[src/rtl/dino_jump_controller.sv]
// Vertical motion sequencer for the T-Rex sprite: launch, variable-height rise,
// gravity fall with terminal speed, landing, duck and death freeze.
//
// state  | meaning
// GROUND | standing, DinoY tracks GroundY
// RISE   | moving up, vy > 0
// FALL   | moving down, fallV grows toward VMAX
// DUCK   | crouched on ground, DinoY tracks GroundY
// DEAD   | frozen until reset
module dino_jump_controller #(
    parameter int V0       = 12,
    parameter int G        = 1,
    parameter int MAX_HOLD = 6,
    parameter int FAST_G   = 3,
    parameter int VMAX     = 16
) (
    input  logic        animationClk,
    input  logic        rst,
    input  logic        step,
    input  logic        jump,
    input  logic        duck,
    input  logic        dead,
    input  logic [31:0] GroundY,
    output logic [31:0] DinoY,
    output logic        Airborne,
    output logic        onGround,
    output logic        isDuck,
    output logic        isDead,
    output logic [2:0]  state
);

    typedef enum logic [2:0] {
        GROUND = 3'd0,
        RISE   = 3'd1,
        FALL   = 3'd2,
        DUCK   = 3'd3,
        DEAD   = 3'd4
    } state_t;

    localparam int HW = (MAX_HOLD < 1) ? 1 : $clog2(MAX_HOLD + 1);

    localparam logic signed [11:0] V0_S   = 12'(V0);
    localparam logic signed [11:0] G_S    = 12'(G);
    localparam logic signed [11:0] FAST_S = 12'(FAST_G * G);
    localparam logic signed [11:0] VMAX_S = 12'(VMAX);

    state_t                state_q, state_d;
    logic [31:0]           dino_y_q, dino_y_d;
    logic signed [11:0]    vy_q, vy_d;
    logic signed [11:0]    fall_v_q, fall_v_d;
    logic [HW-1:0]         hold_cnt_q, hold_cnt_d;
    logic                  jump_pend_q, jump_pend_d;
    logic                  jump_q;

    logic                  jump_edge;
    logic                  launch_req;
    logic [31:0]           launch_y;
    logic signed [11:0]    grav;
    logic signed [11:0]    rise_vy;
    logic signed [11:0]    fall_sum;
    logic signed [11:0]    fall_f;
    logic [32:0]           fall_y;

    // State, position and velocity registers; jump_q always samples so a
    // button held through reset does not look like a fresh press.
    always_ff @(posedge animationClk) begin
        jump_q <= jump;
        if (rst) begin
            state_q     <= GROUND;
            dino_y_q    <= GroundY;
            vy_q        <= '0;
            fall_v_q    <= '0;
            hold_cnt_q  <= '0;
            jump_pend_q <= 1'b0;
        end else begin
            state_q     <= state_d;
            dino_y_q    <= dino_y_d;
            vy_q        <= vy_d;
            fall_v_q    <= fall_v_d;
            hold_cnt_q  <= hold_cnt_d;
            jump_pend_q <= jump_pend_d;
        end
    end

    // Physics datapath shared by the next-state logic.
    always_comb begin
        jump_edge  = jump & ~jump_q;
        launch_req = jump_pend_q | jump_edge;
        launch_y   = (GroundY >= 32'(V0)) ? GroundY - 32'(V0) : '0;
        grav       = duck ? FAST_S : G_S;
        rise_vy    = vy_q - grav;
        fall_sum   = fall_v_q + grav;
        fall_f     = (fall_sum > VMAX_S) ? VMAX_S : fall_sum;
        fall_y     = {1'b0, dino_y_q} + {21'b0, fall_f[10:0]};
    end

    // Next-state logic: motion advances only on step, death is immediate.
    always_comb begin
        state_d     = state_q;
        dino_y_d    = dino_y_q;
        vy_d        = vy_q;
        fall_v_d    = fall_v_q;
        hold_cnt_d  = hold_cnt_q;
        jump_pend_d = jump_pend_q | jump_edge;

        case (state_q)
            GROUND, DUCK: begin
                dino_y_d = GroundY;
                if (step) begin
                    if (launch_req) begin
                        state_d     = RISE;
                        dino_y_d    = launch_y;
                        vy_d        = V0_S - G_S;
                        hold_cnt_d  = '0;
                        jump_pend_d = 1'b0;
                    end else if (state_q == GROUND && duck) begin
                        state_d = DUCK;
                    end else if (state_q == DUCK && !duck) begin
                        state_d = GROUND;
                    end
                end
            end
            RISE: begin
                jump_pend_d = 1'b0;
                if (step) begin
                    if ({20'b0, vy_q} > dino_y_q) begin
                        dino_y_d = '0;
                        state_d  = FALL;
                        fall_v_d = '0;
                    end else begin
                        dino_y_d = dino_y_q - {20'b0, vy_q};
                        if (jump && !duck && hold_cnt_q < HW'(MAX_HOLD)) begin
                            hold_cnt_d = hold_cnt_q + HW'(1);
                        end else begin
                            vy_d = rise_vy;
                            if (rise_vy <= 12'sd0) begin
                                state_d  = FALL;
                                fall_v_d = '0;
                            end
                        end
                    end
                end
            end
            FALL: begin
                jump_pend_d = 1'b0;
                if (step) begin
                    fall_v_d = fall_f;
                    if (fall_y >= {1'b0, GroundY}) begin
                        dino_y_d = GroundY;
                        fall_v_d = '0;
                        state_d  = duck ? DUCK : GROUND;
                    end else begin
                        dino_y_d = fall_y[31:0];
                    end
                end
            end
            DEAD: begin
                jump_pend_d = 1'b0;
            end
            default: begin
                state_d = GROUND;
            end
        endcase

        if (dead) begin
            state_d     = DEAD;
            dino_y_d    = dino_y_q;
            vy_d        = vy_q;
            fall_v_d    = fall_v_q;
            hold_cnt_d  = hold_cnt_q;
            jump_pend_d = 1'b0;
        end
    end

    // Status decoded purely from registered state.
    always_comb begin
        DinoY    = dino_y_q;
        state    = state_q;
        Airborne = (state_q == RISE) || (state_q == FALL);
        onGround = (state_q == GROUND) || (state_q == DUCK);
        isDuck   = (state_q == DUCK);
        isDead   = (state_q == DEAD);
    end

endmodule
[config.mk]
export PLATFORM = sky130hd
export DESIGN_NAME = dino_jump_controller
export DESIGN_NICKNAME = d
export VERILOG_FILES = /design/src/rtl/dino_jump_controller.sv
export SDC_FILE = /design/constraint.sdc
export NUM_CORES = 1
export LEC_CHECK = 0
export CAP_MARGIN = 0
export CORE_ASPECT_RATIO = 0.6
export CORE_MARGIN = 3
export CORE_UTILIZATION = 45
export DETAILED_ROUTE_END_ITERATION = 8
export PLACE_DENSITY = 0.8
export SLEW_MARGIN = 5
export SYNTH_ARGS = -nofsm -noshare
export SYNTH_HDL_FRONTEND = slang
export SYNTH_SLANG_ARGS = --single-unit
[constraint.sdc]
create_clock -name animationClk -period 6.9 [get_ports animationClk]
set_input_delay 1.38 -clock animationClk [delete_from_list [all_inputs] [get_ports animationClk]]
set_output_delay 1.38 -clock animationClk [all_outputs]
set_load 0.005 [all_outputs]
==> results of run 1 <==
==> power by group through the flow <==
stage	sequential, mW	clock (mW)	combinational (mW)
detailed placement	0.488	0	0.499
global placement	0.488	0	0.490
CTS	0.480	0.500	0.510
global route	0.487	0.516	0.649
floorplan	0.461	0	0.312
finish	0.484	0.502	0.616
==> metal layers <==
layer | GRT usage (%) | up-vias | part of all wire [%]
met5 | 0 | - | 0.043
met4 | 6.321 | 2 | 2.9
met3 | 11.81 | 129 | 17
met2 | 39.81 | 743 | 39
met1 | 45.81 | 4130 | 42
li1 | - | 3916 | -
==> per-stage QoR <==
stage | utilization, % | setup slack [ns] | TNS [ns] | std cells | instance area (um^2)
final | 63.93 | -0.3084 | -4.469 | 1331 | 10080
after global routing | 63.93 | -0.3881 | -9.600 | 1331 | 10080
after CTS | 59.81 | 0.04787 | 0 | 1310 | 9429
after detailed placement | 57.10 | -0.9293 | -36.59 | 1290 | 9001
after global placement | 57.10 | -0.8113 | -31.85 | 1290 | 9001
after floorplan | - | 0.006305 | 0 | 960 | 7500
==> cells in the final DEF (no fill, tap or decap), types with 8 or more instances in the layout <==
cell	instances
nand4_1	20
a221oi_2	11
nor4_1	18
o21ai_1	13
o21ai_0	41
dfxtp_1	32
nor3_1	29
edfxtp_1	32
or3_1	9
a21oi_1	58
o21a_1	12
clkbuf_16	13
buf_4	106
xor2_1	19
clkdlybuf4s50_1	74
or2_2	11
nor2_1	85
o211ai_1	11
o21ai_2	11
inv_1	62
a31oi_1	8
nand3_1	36
a21o_1	16
and4_1	9
xnor2_1	63
a21oi_2	20
nand2_1	70
ha_1	58
and2_1	8
==> sequential cells by signal, summed over array words and instances, names as in the netlist <==
signal,flops
jump_pend_q,1
vy_q,12
DinoY,32
fall_v_q,12
jump_q,1
hold_cnt_q,3
state,3
==> synthesized netlist by cell type, drive strengths merged, types with 3 or more instances <==
library cell and number:
and3 7, o22ai 4, o21ai 70, buf 16, edfxtp 32, o221ai 3, a32oi 3, a21o 17
o211ai 11, a22oi 7, a211oi 9, a21oi 81, a221o 5, nor3 35, nor2b 5, nand2 71
xor2 20, mux2i 5, a31oi 9, a222oi 6, nand4 20, o41ai 3, nand3 37, or3 9
nand2b 3, o21a 12, a2bb2oi 7, or2 12, clkbuf 28, and4 9, nor4 21, ha 61
o31a 4, inv 63, xnor2 66, nor2 91, fa 4, a221oi 12, o31ai 3, or4 6
dfxtp 32, o211a 3, nor3b 4, and2 9
==> worst paths after layout <==
| check | start | to | slack (ns) | cells after the start |
|---|---|---|---|---|
| hold reg to reg | fall_v_q[11] | fall_v_q[11] | 0.48 | 2 |
| setup / recovery | duck | DinoY[11] | -0.31 | 31 |
| hold / removal | fall_v_q[11] | fall_v_q[11] | 0.48 | 2 |
| setup reg to reg | fall_v_q[0] | DinoY[11] | 0.29 | 30 |
==> what timing repair did <==
| item | in CTS | in global routing |
|---|---|---|
| resized for setup | 22 | 120 |
| pin swaps | 15 | 48 |
| setup buffers | 4 | 21 |
| endpoints found under the hold margin | 0 | 0 |
| cloned | 0 | 2 |
| endpoints found under the setup margin | 46 | 46 |
==> worst min-delay path, cell delays in order (launching register included) <==
cell and delay (ns):
dfxtp_1 0.33, nand2_1 0.06, o21ai_1 0.05
==> cells by family (layout without fill, tap and decap cells) <==
family | count (synthesis) | in the layout | share of synthesized area [%]
AO/OA/AOI/OAI | 289 | 289 | 26.54
XOR/XNOR | 86 | 86 | 10.14
adder cells (fa/ha/maj) | 65 | 65 | 11.36
buffers and inverters | 108 | 276 | 6.419
flip-flops | 64 | 64 | 21.57
multiplexers | 5 | 5 | 0.6740
AND/OR/NAND/NOR | 343 | 343 | 23.30
==> area by class of cell <==
type | instances | area, um^2 | area share (%)
Sequential cell | 64 | 1602 | 15.89
Inverter | 64 | 240.2 | 2.384
Multi-Input combinational cell | 788 | 5887 | 58.41
Timing Repair Buffer | 196 | 1780 | 17.67
Clock inverter | 5 | 40.04 | 0.3973
Clock buffer | 11 | 275.3 | 2.731
Tap cell | 203 | 254.0 | 2.520
==> impl_metrics.json, run 1 <==
{
  "grt_max_degree": 58,
  "cp_slowest_stage_delay_ns": 0.40,
  "drive_above_1_share_pct": 23.49,
  "intPower_mw": 1.006,
  "antenna_found_initial": 1,
  "synth-async-reset-ratio_pct": 0,
  "seqPwrFrac_pct": 30.2,
  "crit_path_end_kind": "flip-flop",
  "period_share_pct": 104.5,
  "dr.pass1.iters": 6,
  "initial_core_util_pct": 47.10,
  "coreArea_mm2": 0.01577,
  "startpoint_type": "input pin",
  "combinationalPowerShare_pct": 38.4,
  "via_count": 8920,
  "clockBufferDepth": 2,
  "worst_pin_slew_ns": 1.286,
  "worstSetupPathType": "in2reg",
  "drc_errors": 0,
  "ioPinCount": 77,
  "timing.final.ws_setup_ns": -0.3084,
  "cp.arrival_ns": 7.27,
  "yosysTopAreaCell": "edfxtp_1",
  "ys_warn_count": 0,
  "p_leak_nw": 3.899,
  "htree_levels": 3,
  "fin_hold_ws_ns": 0.4789,
  "violations": "setup timing",
  "cpMaxStageDelayCell": "fa_2",
  "setup_violations": 43,
  "synth_cell_types": 78,
  "rsz0062_at_grt": "true",
  "required_ns": 6.97,
  "max_freq_mhz": 138.7,
  "syn_area_mm2": 0.007426,
  "fin_worst_skew_ns": 0.009383,
  "die_h_um": 105.5,
  "ir_drop_mv": 0.1190,
  "critical_path_buf_inv_count": 9,
  "gr-total-overflow": 0,
  "n_antenna_cell": 0,
  "clkLatencyLatePin_ns": 0.35,
  "viasPerCell": 6.702,
  "syn_inst": 960,
  "clk_pin_slew_worst_paths_ns": 0.06,
  "synth-edff-count": 32,
  "gp_congestion": 1.042,
  "drt-total-wl_um": 30460,
  "maxCapViolCount": 0,
  "min_period_ns": 7.208,
  "area_delta_synth_final_pct": 35.72,
  "synth_seq_area_share_pct": 21.57,
  "ant_nets": 0,
  "swShare_pct": 37.21,
  "crit_family": "compound AO/OA/AOI/OAI gates",
  "die_w_um": 171.8,
  "synth_area_leaders": "edfxtp_1 13%, ha_1 10%, dfxtp_1 8.6%, xnor2_1 7.8%, a21oi_1 5.4%",
  "rows": 35,
  "dp_hpwl_um": 21230,
  "syn_avg_cell_area_um2": 7.735,
  "cts_tree": "done",
  "cts.sinks": 64,
  "syn-num-nets": 1063,
  "grt_first_pass_wirelength_um": 42820,
  "cts_inserted_buffers": 9,
  "hold_viol": 0,
  "path_max_fanout": 8,
  "synth_top_area_share_pct": 12.94,
  "dieArea_mm2": 0.01813,
  "p_clk_share_pct": 31.3,
  "port_buffers": 76,
  "wl_per_cell_um": 22.89,
  "outcome": "finished with violations",
  "n_fill_cell": 1256,
  "hp-class": "reg2reg",
  "first_global_vias": 7776,
  "timing.critical_path.mode_cell": "buf_4",
  "synth_ff_type": "edfxtp_1",
  "p_sw_uw": 596.1,
  "p_total_mw": 1.602,
  "drtIter0Drc": 1516,
  "ctsRootBufferMaster": "clkbuf_16",
  "synth-seq-cells": 64,
  "layout.nets": 1226,
  "slew_viol_final": 0,
  "cts-hold-fix-buffers": 0,
  "power_density_mw_per_mm2": 159.0,
  "track_usage_pct": 30.24,
  "max-slew-margin-rel_pct": 14.24
}
Note: power is estimated with default switching activity, not from simulation.
==> run 2: changes to the inputs <==
- GPL_ROUTABILITY_DRIVEN: unset -> 0
==> run 2 against run 1 <==
The run still ends with setup timing left; combinational power is 6.5% lower; clock power is 8.2% lower; hold slack better by 0.036 ns; sequential share of layout area is 0.38 points higher; flip-flop and latch count stayed put; final area is 2.3% lower; core utilization is 1.5 points lower; non-clock buffer count is 1 higher; sequential power hardly changed; critical path type unchanged.
==> impl_metrics.json, run 2 (same netlist as run 1, synthesis figures left out) <==
{
  "outcome": "finished with violations",
  "violations": "setup timing",
  "antenna_found_initial": 0,
  "drtIter0Drc": 1129,
  "hold_viol": 0,
  "worst_pin_slew_ns": 1.194,
  "coreArea_mm2": 0.01577,
  "cts-hold-fix-buffers": 0,
  "p_leak_nw": 3.835,
  "worstSetupPathType": "in2reg",
  "hold_path_depth": 2,
  "clkLatencyLatePin_ns": 0.35,
  "p_total_mw": 1.523,
  "crit_path_end_kind": "flip-flop",
  "hp-class": "reg2reg",
  "track_usage_pct": 29.46,
  "power_density_mw_per_mm2": 154.7,
  "drive_above_1_share_pct": 20.55,
  "fin_tns_setup_ns": -0.1978,
  "die_w_um": 171.8,
  "grt_max_degree": 59,
  "fin_hold_ws_ns": 0.5151,
  "post-route-cell-area_mm2": 0.009844,
  "dp_hpwl_um": 20560,
  "post-route-util_pct": 62.44,
  "grt_first_pass_wirelength_um": 42120,
  "cp_slowest_stage_delay_ns": 0.39,
  "crit_family": "compound AO/OA/AOI/OAI gates",
  "ant_nets": 0,
  "n_antenna_cell": 0,
  "max-slew-margin-rel_pct": 20.41,
  "clockBufferDepth": 2,
  "slew_viol_final": 0,
  "max_freq_mhz": 142.9,
  "cts_tree": "done",
  "first_global_vias": 7767,
  "drc_errors": 0,
  "min_period_ns": 6.996,
  "final_common_cell": "buf_4",
  "dieArea_mm2": 0.01813,
  "port_buffers": 76,
  "gr-total-overflow": 0,
  "via_count": 8684,
  "fin_worst_skew_ns": 0.009464,
  "initial_core_util_pct": 47.10,
  "seqCellArea_mm2": 0.001602,
  "drt-total-wl_um": 28080,
  "startpoint_type": "input pin",
  "cpMaxStageDelayCell": "o31a_1",
  "cp.depth": 28,
  "htree_levels": 3,
  "path_max_fanout": 6,
  "ioPinCount": 77,
  "reg2regPathDepth": 27,
  "rows": 35,
  "n_fill_cell": 1347,
  "period_share_pct": 101.4,
  "rsz0062_at_grt": "true",
  "setup_violations": 4,
  "cp.arrival_ns": 7.07,
  "ctsRootBufferMaster": "clkbuf_16",
  "die_h_um": 105.5,
  "final_cell_mix": "109 x buf_4, 83 x nor2_1, 74 x clkdlybuf4s50_1",
  "layout.nets": 1227,
  "maxCapViolCount": 0,
  "cts.sinks": 64,
  "wl_per_cell_um": 21.08,
  "dr.pass1.iters": 9,
  "area_delta_synth_final_pct": 32.57,
  "timing.final.ws_setup_ns": -0.09562,
  "required_ns": 6.98,
  "largest_reg_flops": 32,
  "ir_drop_mv": 0.1503,
  "place_area_mm2": 0.008986,
  "multiInputGateArea_mm2": 0.005709,
  "critical_path_buf_inv_count": 6,
  "clk_pin_slew_worst_paths_ns": 0.06,
  "viasPerCell": 6.520,
  "cts_inserted_buffers": 9
}
==> run 2: final cells by class <==
class                   instances  area share (%)
clock buffers                  10           2.428
clock inverters                 6          0.4321
inverters                      64           2.440
multi-input cells             788           57.99
flip-flops and latches         64           16.27
well taps                     203           2.580
repair buffers                197           17.86
==> run 2: worst register-to-register path, stage by stage, from the launching register on <==
cell and delay [ns]:
dfxtp_1 0.55, fa_2 0.30, nand4_1 0.18, xnor2_1 0.20, o22ai_1 0.14, a31oi_1 0.11, o31a_1 0.39, buf_4 0.17
a21oi_1 0.13, ha_1 0.29, o21a_1 0.18, o31a_1 0.16, o311a_4 0.36, buf_6 0.13, o211ai_1 0.21, xnor2_1 0.18
ha_1 0.29, and2_4 0.17, a221o_1 0.36, a221oi_4 0.32, and3_1 0.22, o211ai_1 0.21, buf_4 0.21, buf_6 0.12
buf_12 0.14, o21a_1 0.20, a211oi_2 0.23, a21oi_1 0.06
==> run 2: where the power goes <==
group / total (mW) / leakage (nW) / internal, mW / switching (mW)
combinational: 0.576 / 3.11 / 0.273 / 0.303
clock: 0.461 / 0.143 / 0.255 / 0.206
sequential: 0.486 / 0.582 / 0.430 / 0.0565
==> run 2: per-layer routing <==
metal	global-route usage [%]	share of wire, %
met5	0	0
met2	38.63	39
met1	44.86	43
met3	10.42	16
met4	7.517	2.1
==> run 2: final timing paths <==
| kind | end | from | slack (ns) |
|---|---|---|---|
| worst min-delay path | fall_v_q[7] | fall_v_q[7] | 0.52 |
| worst max-delay path | DinoY[20] | duck | -0.1 |
| worst max register to register | DinoY[20] | fall_v_q[0] | 0.44 |
| worst min register to register | fall_v_q[7] | fall_v_q[7] | 0.52 |
==> run 2: per-stage QoR <==
stage	worst slack (ns)	instances
floorplan	0.006305	960
finish	-0.09562	1332
global placement	-0.9718	1288
global route	-0.2762	1332
CTS	0.01777	1314
detailed placement	-1.028	1288
==> run 2: what timing repair did <==
item                                    in CTS  in global routing
pin swaps                                   24                 35
buffers inserted                            10                 17
resized for setup                           24                 61
endpoints found under the setup margin      46                 46
gates cloned                                 0                  1
